==> config.mk <==
export PLATFORM = sky130hd
export DESIGN_NAME = prbs_sync_ctrl
export DESIGN_NICKNAME = d
export VERILOG_FILES = /design/src/rtl/prbs_sync_ctrl.sv
export SDC_FILE = /design/constraint.sdc
export NUM_CORES = 1
export LEC_CHECK = 0
export BUFFER_PORTS_ARGS = -buffer_cell sky130_fd_sc_hd__buf_2
export CORE_AREA = 2 2 88 90
export CTS_BUF_LIST = sky130_fd_sc_hd__clkbuf_8
export DETAILED_ROUTE_END_ITERATION = 12
export DIE_AREA = 0 0 90 92
export PLACE_DENSITY_LB_ADDON = 0.12
export RECOVER_POWER = 25
export SLEW_MARGIN = 20
export SYNTH_ARGS = -nofsm -noshare
export SYNTH_HDL_FRONTEND = slang
export SYNTH_SLANG_ARGS = --single-unit
==> constraint.sdc <==
create_clock -name CK_i -period 5.6 [get_ports CK_i]
set_input_delay 1.12 -clock CK_i [delete_from_list [all_inputs] [get_ports CK_i]]
set_output_delay 1.12 -clock CK_i [all_outputs]
set_load 0.01 [all_outputs]
==> src/rtl/prbs_sync_ctrl.sv <==
// Sync sequencer for a 25-bit PRBS RX path: seed LFSR (LOAD), verify alignment, hold lock and track errors.
// Latency: all outputs registered, one CK_i after the deciding enabled edge; phase lengths counted in CK_EE_i bits.
// Backpressure: none; CK_EE_i paces the bit stream, START_i/CLR_i act on every CK_i edge.
//
// Ports:
//   CK_i, RST_i (sync, active high), CK_EE_i (bit enable), START_i (run level), CLR_i (stats clear)
//   CMP_i (datapath match flag), BUS_RX_MODE_o (1 = RX LFSR loads from RXD), LOCK_o, STATE_o
//   ERR_CNT_o (saturating locked errors), WIN_ERR_o / WIN_DONE_o (per-window result), RESYNC_CNT_o
module prbs_sync_ctrl #(
    parameter int C_LOAD_LEN = 25,
    parameter int C_CMP_LAT  = 1,
    parameter int C_CHK_LEN  = 64,
    parameter int C_WIN_LEN  = 1024,
    parameter int C_LOSS_THR = 8,
    parameter int C_CNT_W    = 16
) (
    input  logic                          CK_i,
    input  logic                          RST_i,
    input  logic                          CK_EE_i,
    input  logic                          START_i,
    input  logic                          CLR_i,
    input  logic                          CMP_i,
    output logic                          BUS_RX_MODE_o,
    output logic                          LOCK_o,
    output logic [1:0]                    STATE_o,
    output logic [C_CNT_W-1:0]            ERR_CNT_o,
    output logic [$clog2(C_WIN_LEN):0]    WIN_ERR_o,
    output logic                          WIN_DONE_o,
    output logic [7:0]                    RESYNC_CNT_o
);

    localparam int WIN_W = $clog2(C_WIN_LEN) + 1;
    localparam int W_A   = $clog2(C_LOAD_LEN + 1);
    localparam int W_B   = $clog2(C_CMP_LAT + 1);
    localparam int W_C   = $clog2(C_WIN_LEN + 1);
    localparam int W_AB  = (W_A > W_B) ? W_A : W_B;
    // One bit counter is shared by LOAD length, VERIFY latency skip and LOCKED window position.
    localparam int CNT_W = (W_AB > W_C) ? W_AB : W_C;
    localparam int RUN_W = $clog2(C_CHK_LEN + 1);

    localparam logic [CNT_W-1:0] LOAD_LAST = CNT_W'(C_LOAD_LEN - 1);
    localparam logic [CNT_W-1:0] LAT_V     = CNT_W'(C_CMP_LAT);
    localparam logic [CNT_W-1:0] WIN_LAST  = CNT_W'(C_WIN_LEN - 1);
    localparam logic [RUN_W-1:0] CHK_LAST  = RUN_W'(C_CHK_LEN - 1);

    typedef enum logic [1:0] {
        ST_IDLE   = 2'd0,
        ST_LOAD   = 2'd1,
        ST_VERIFY = 2'd2,
        ST_LOCKED = 2'd3
    } state_t;

    state_t             state;
    logic [CNT_W-1:0]   bit_cnt;
    logic [RUN_W-1:0]   run_cnt;
    logic [WIN_W-1:0]   win_err;
    logic [WIN_W-1:0]   win_err_nxt;
    logic               win_lost;

    // Window error count including the bit currently being judged.
    assign win_err_nxt = win_err + WIN_W'(~CMP_i);
    // Full-width unsigned compare so a threshold beyond the counter range can never trigger.
    assign win_lost    = 32'(win_err_nxt) >= 32'(C_LOSS_THR);
    assign STATE_o     = state;

    always_ff @(posedge CK_i) begin
        if (RST_i) begin
            state         <= ST_IDLE;
            bit_cnt       <= '0;
            run_cnt       <= '0;
            win_err       <= '0;
            BUS_RX_MODE_o <= 1'b0;
            LOCK_o        <= 1'b0;
            ERR_CNT_o     <= '0;
            WIN_ERR_o     <= '0;
            WIN_DONE_o    <= 1'b0;
            RESYNC_CNT_o  <= '0;
        end else begin
            WIN_DONE_o <= 1'b0;

            if (CK_EE_i) begin
                case (state)
                    ST_IDLE: begin
                        if (START_i) begin
                            state         <= ST_LOAD;
                            BUS_RX_MODE_o <= 1'b1;
                            bit_cnt       <= '0;
                        end
                    end

                    ST_LOAD: begin
                        if (bit_cnt == LOAD_LAST) begin
                            state         <= ST_VERIFY;
                            BUS_RX_MODE_o <= 1'b0;
                            bit_cnt       <= '0;
                            run_cnt       <= '0;
                        end else begin
                            bit_cnt <= bit_cnt + CNT_W'(1);
                        end
                    end

                    ST_VERIFY: begin
                        if (bit_cnt < LAT_V) begin
                            // Compare pipeline still holds pre-switch bits; skip them.
                            bit_cnt <= bit_cnt + CNT_W'(1);
                        end else if (!CMP_i) begin
                            state         <= ST_LOAD;
                            BUS_RX_MODE_o <= 1'b1;
                            bit_cnt       <= '0;
                            run_cnt       <= '0;
                            // An abort on this same edge is not a resync.
                            if (START_i && RESYNC_CNT_o != 8'hFF)
                                RESYNC_CNT_o <= RESYNC_CNT_o + 8'd1;
                        end else if (run_cnt == CHK_LAST) begin
                            state   <= ST_LOCKED;
                            LOCK_o  <= 1'b1;
                            bit_cnt <= '0;
                            win_err <= '0;
                        end else begin
                            run_cnt <= run_cnt + RUN_W'(1);
                        end
                    end

                    ST_LOCKED: begin
                        if (!CMP_i && ERR_CNT_o != {C_CNT_W{1'b1}})
                            ERR_CNT_o <= ERR_CNT_o + C_CNT_W'(1);
                        if (bit_cnt == WIN_LAST) begin
                            WIN_ERR_o  <= win_err_nxt;
                            WIN_DONE_o <= 1'b1;
                            bit_cnt    <= '0;
                            win_err    <= '0;
                            if (win_lost) begin
                                state         <= ST_LOAD;
                                LOCK_o        <= 1'b0;
                                BUS_RX_MODE_o <= 1'b1;
                                if (START_i && RESYNC_CNT_o != 8'hFF)
                                    RESYNC_CNT_o <= RESYNC_CNT_o + 8'd1;
                            end
                        end else begin
                            bit_cnt <= bit_cnt + CNT_W'(1);
                            win_err <= win_err_nxt;
                        end
                    end
                endcase
            end

            // Abort overrides the state transition but leaves window results of this edge intact.
            if (!START_i) begin
                state         <= ST_IDLE;
                BUS_RX_MODE_o <= 1'b0;
                LOCK_o        <= 1'b0;
                bit_cnt       <= '0;
                run_cnt       <= '0;
                win_err       <= '0;
            end

            // Clear beats any increment made above on the same edge.
            if (CLR_i) begin
                ERR_CNT_o    <= '0;
                RESYNC_CNT_o <= '0;
            end
        end
    end

endmodule

==> flow_metrics.py <==
metrics = {
    "yosys": {
        "ys.flop_type": "dfxtp_1",
        "yosysWarnings": 0,
        "syn-instance-count": 428,
        "synth_top_area_frac": 0.383,
        "ys_async_sr_fraction": 0,
        "synth_edf_count": 0,
        "synth_seq_cells": 69,
        "synthesis.area_sq_um": 3610,
        "synthTopCellsByArea": "dfxtp_1 38%, nor2_1 5.9%, a21oi_1 4.6%",
        "syn_area_per_cell_sq_um": 8.43,
        "ys_seq_area_frac": 0.383,
        "syn_nets": 446,
        "synth_top_area_cell": "dfxtp_1",
        "synth_cell_type_count": 59,
    },
    "final_layout": {
        "final_area_sq_um": 4050,
        "area_growth_pct": 12.2,
        "drive_gt1_frac": 0.114,
        "fin_nets": 486,
        "insertedDiodeCount": 0,
        "nFillCells": 736,
        "postLayoutCoreUtil": 0.544,
    },
    "grt": {
        "grt-ovfl-total": 0,
        "grt_pass1_vias": 2994,
        "grt_max_degree": 25,
        "antenna_found_initial": 0,
        "track_usage": 0.210,
        "grt_pass1_wl_mm": 14.2,
    },
    "route": {
        "num_vias": 3189,
        "wl_per_cell_um": 14.2,
        "drtPass1Iterations": 4,
        "wirelength_mm": 8.17,
        "vias_per_cell": 5.55,
        "drc": 0,
        "ant_nets": 0,
        "drt_iter0_markers": 123,
    },
    "sta": {
        "maxSlewViolCount": 0,
        "fin_crit_sh": 0.651,
        "clock_skew_ps": 8.90,
        "max_clock_freq_mhz": 275,
        "final-hold-violation-count": 0,
        "finalCriticalPeriod_ps": 3640,
        "tightest_slew_ps": 859,
        "rsz0062_at_grt": "no",
        "finalSetupViolCount": 0,
        "setup_tns_ps": 0,
        "slew_headroom": 0.426,
        "setup_slack_ps": 1960,
    },
    "floorplanning": {
        "num_rows": 32,
        "dieArea_sq_um": 8280,
        "coreArea_sq_um": 7450,
        "die_y_um": 92,
        "start_util": 0.484,
        "die_w_um": 90,
        "num_io_pins": 46,
    },
    "setup_path": {
        "worstReg2RegStart": "win_err[0]",
        "cp.required_ps": 5880,
        "startpoint": "CMP_i",
        "crit_arrival_ps": 3920,
        "crit_fanout": 17,
        "crit_path_end_kind": "flop",
        "start_kind": "primary input",
        "critPathKind": "primary input to flop",
    },
    "cts": {
        "path_clk_slew_ps": 70,
        "clock_sinks": 69,
        "cts_made_buffers": 9,
        "cts_resized": 0,
        "post-cts-setup-buffers": 0,
        "clk_latency_ps": 350,
        "clock_path_buffers": 2,
        "htree_levels": 3,
        "cts_tree": "yes",
        "hold_buffers": 0,
        "cts-root-buf": "clkbuf_8",
    },
    "power": {
        "peakVddDrop_v": 0.000134,
        "power.leakage_nw": 1.33,
        "power_density_nw_per_um2": 228,
        "p_total_uw": 923,
    },
    "job": {
        "cap_viol_max_count": 0,
    },
    "placement": {
        "pre_cts_slack_ps": 1560,
        "portBuffers": 45,
        "placed_area_sq_um": 3890,
        "hpwl_mm": 5.81,
        "gp_congestion": 0.904,
    },
    "worst_hold_path": {
        "hp-start": "run_cnt[5]",
        "hp-class": "flop to flop",
    },
    "status": {
        "status": "finished, final reports clean",
    },
}
[cells in the mapped netlist, types with 2 or more instances]
library cell / instances
dfxtp_1: 69
nor2_1: 57
a21oi_1: 33
nand2_1: 25
nand3_1: 24
inv_1: 19
xnor2_1: 18
o21ai_0: 17
clkbuf_1: 13
nand4_1: 13
ha_1: 12
nor3_1: 12
or3_1: 12
xor2_1: 12
a211oi_1: 8
nor4_1: 7
o31ai_1: 7
mux2i_1: 6
and2_1: 4
or4_1: 4
and4_1: 3
nand2b_1: 3
nand4b_1: 3
a2111oi_0: 2
buf_2: 2
buf_6: 2
nand3b_1: 2
nor3b_1: 2
nor4_4: 2
o21ai_1: 2
or3b_2: 2
or4_4: 2
or4b_1: 2
or4b_2: 2
[critical path: stages]
cell and delay (ps):
buf_2 110, inv_1 70, ha_1 240, inv_1 70, ha_1 210, or4b_1 570
a211oi_2 230, a41oi_1 110, a2111oi_4 810, o21ai_0 200, a21oi_1 160
[logic make-up (layout without fill, tap and decap cells)]
logic type / Yosys count / count (layout) / share of synthesized area
AO/OA/AOI/OAI: 82 / 82 / 0.147
XOR/XNOR: 30 / 30 / 0.0729
adder cells (fa/ha/maj): 12 / 12 / 0.0416
flip-flops: 69 / 69 / 0.383
multiplexers: 6 / 6 / 0.0167
AND/OR/NAND/NOR: 192 / 192 / 0.296
buffers and inverters: 37 / 82 / 0.0434
[final cells by class]
cell class | instances | area [sq um] | share of cell area
Multi-Input combinational cell | 322 | 2070 | 0.511
Sequential cell | 69 | 1380 | 0.341
Timing Repair Buffer | 47 | 206 | 0.0510
Clock buffer | 10 | 138 | 0.0340
Tap cell | 102 | 128 | 0.0315
Inverter | 19 | 71.3 | 0.0176
Clock inverter | 6 | 55.1 | 0.0136
[placed cells by master (no fill, tap or decap), types with 3 or more instances in the layout]
master | netlist | layout
dfxtp_1 | 69 | 69
nor2_1 | 57 | 57
a21oi_1 | 33 | 33
nand2_1 | 25 | 25
nand3_1 | 24 | 24
buf_2 | 2 | 24
clkbuf_1 | 13 | 23
inv_1 | 19 | 21
xnor2_1 | 18 | 18
o21ai_0 | 17 | 17
nand4_1 | 13 | 13
or3_1 | 12 | 12
xor2_1 | 12 | 12
nor3_1 | 12 | 12
ha_1 | 12 | 12
clkbuf_8 | 0 | 10
a211oi_1 | 8 | 8
o31ai_1 | 7 | 7
nor4_1 | 7 | 7
mux2i_1 | 6 | 6
or4_1 | 4 | 4
and2_1 | 4 | 4
nand4b_1 | 3 | 3
and4_1 | 3 | 3
nand2b_1 | 3 | 3
[where the power goes]
part	switching (mW)	leakage [nW]	internal, mW
clock network	0.191	0.105	0.213
registers	0.00118	0.556	0.491
logic	0.0188	0.671	0.00754
total	0.211	1.33	0.712
[final timing paths]
path,to,slack (ps),depth (start not counted)
worst max-delay path,RESYNC_CNT_o[0],1960,11
worst min-delay path,run_cnt[5],490,2
worst max register to register,RESYNC_CNT_o[0],2620,9
worst min register to register,run_cnt[5],490,2
[registers in the layout, summed over array words and instances, names as in the netlist, 2 cells and up]
| name | flops |
|---|---|
| RESYNC_CNT_o | 8 |
| STATE_o | 2 |
| win_err | 11 |
| bit_cnt | 11 |
| WIN_ERR_o | 11 |
| run_cnt | 7 |
| ERR_CNT_o | 16 |
[per-layer routing]
metal  vias up  part of all wire  GRT usage
met5         -                 0          0
met4         0             0.019     0.0846
met3        14             0.047     0.0575
met2        61              0.45      0.338
met1      1490              0.48      0.267
li1       1624                 -          -
[per-stage QoR]
stage	std cells	hold slack (ps)
4_1_cts	575	493
3_5_place_dp	559	479
5_1_grt	575	503
3_3_place_gp	559	472
2_1_floorplan	428	458
6_report	575	491
Power figures use the tool's default switching activity.
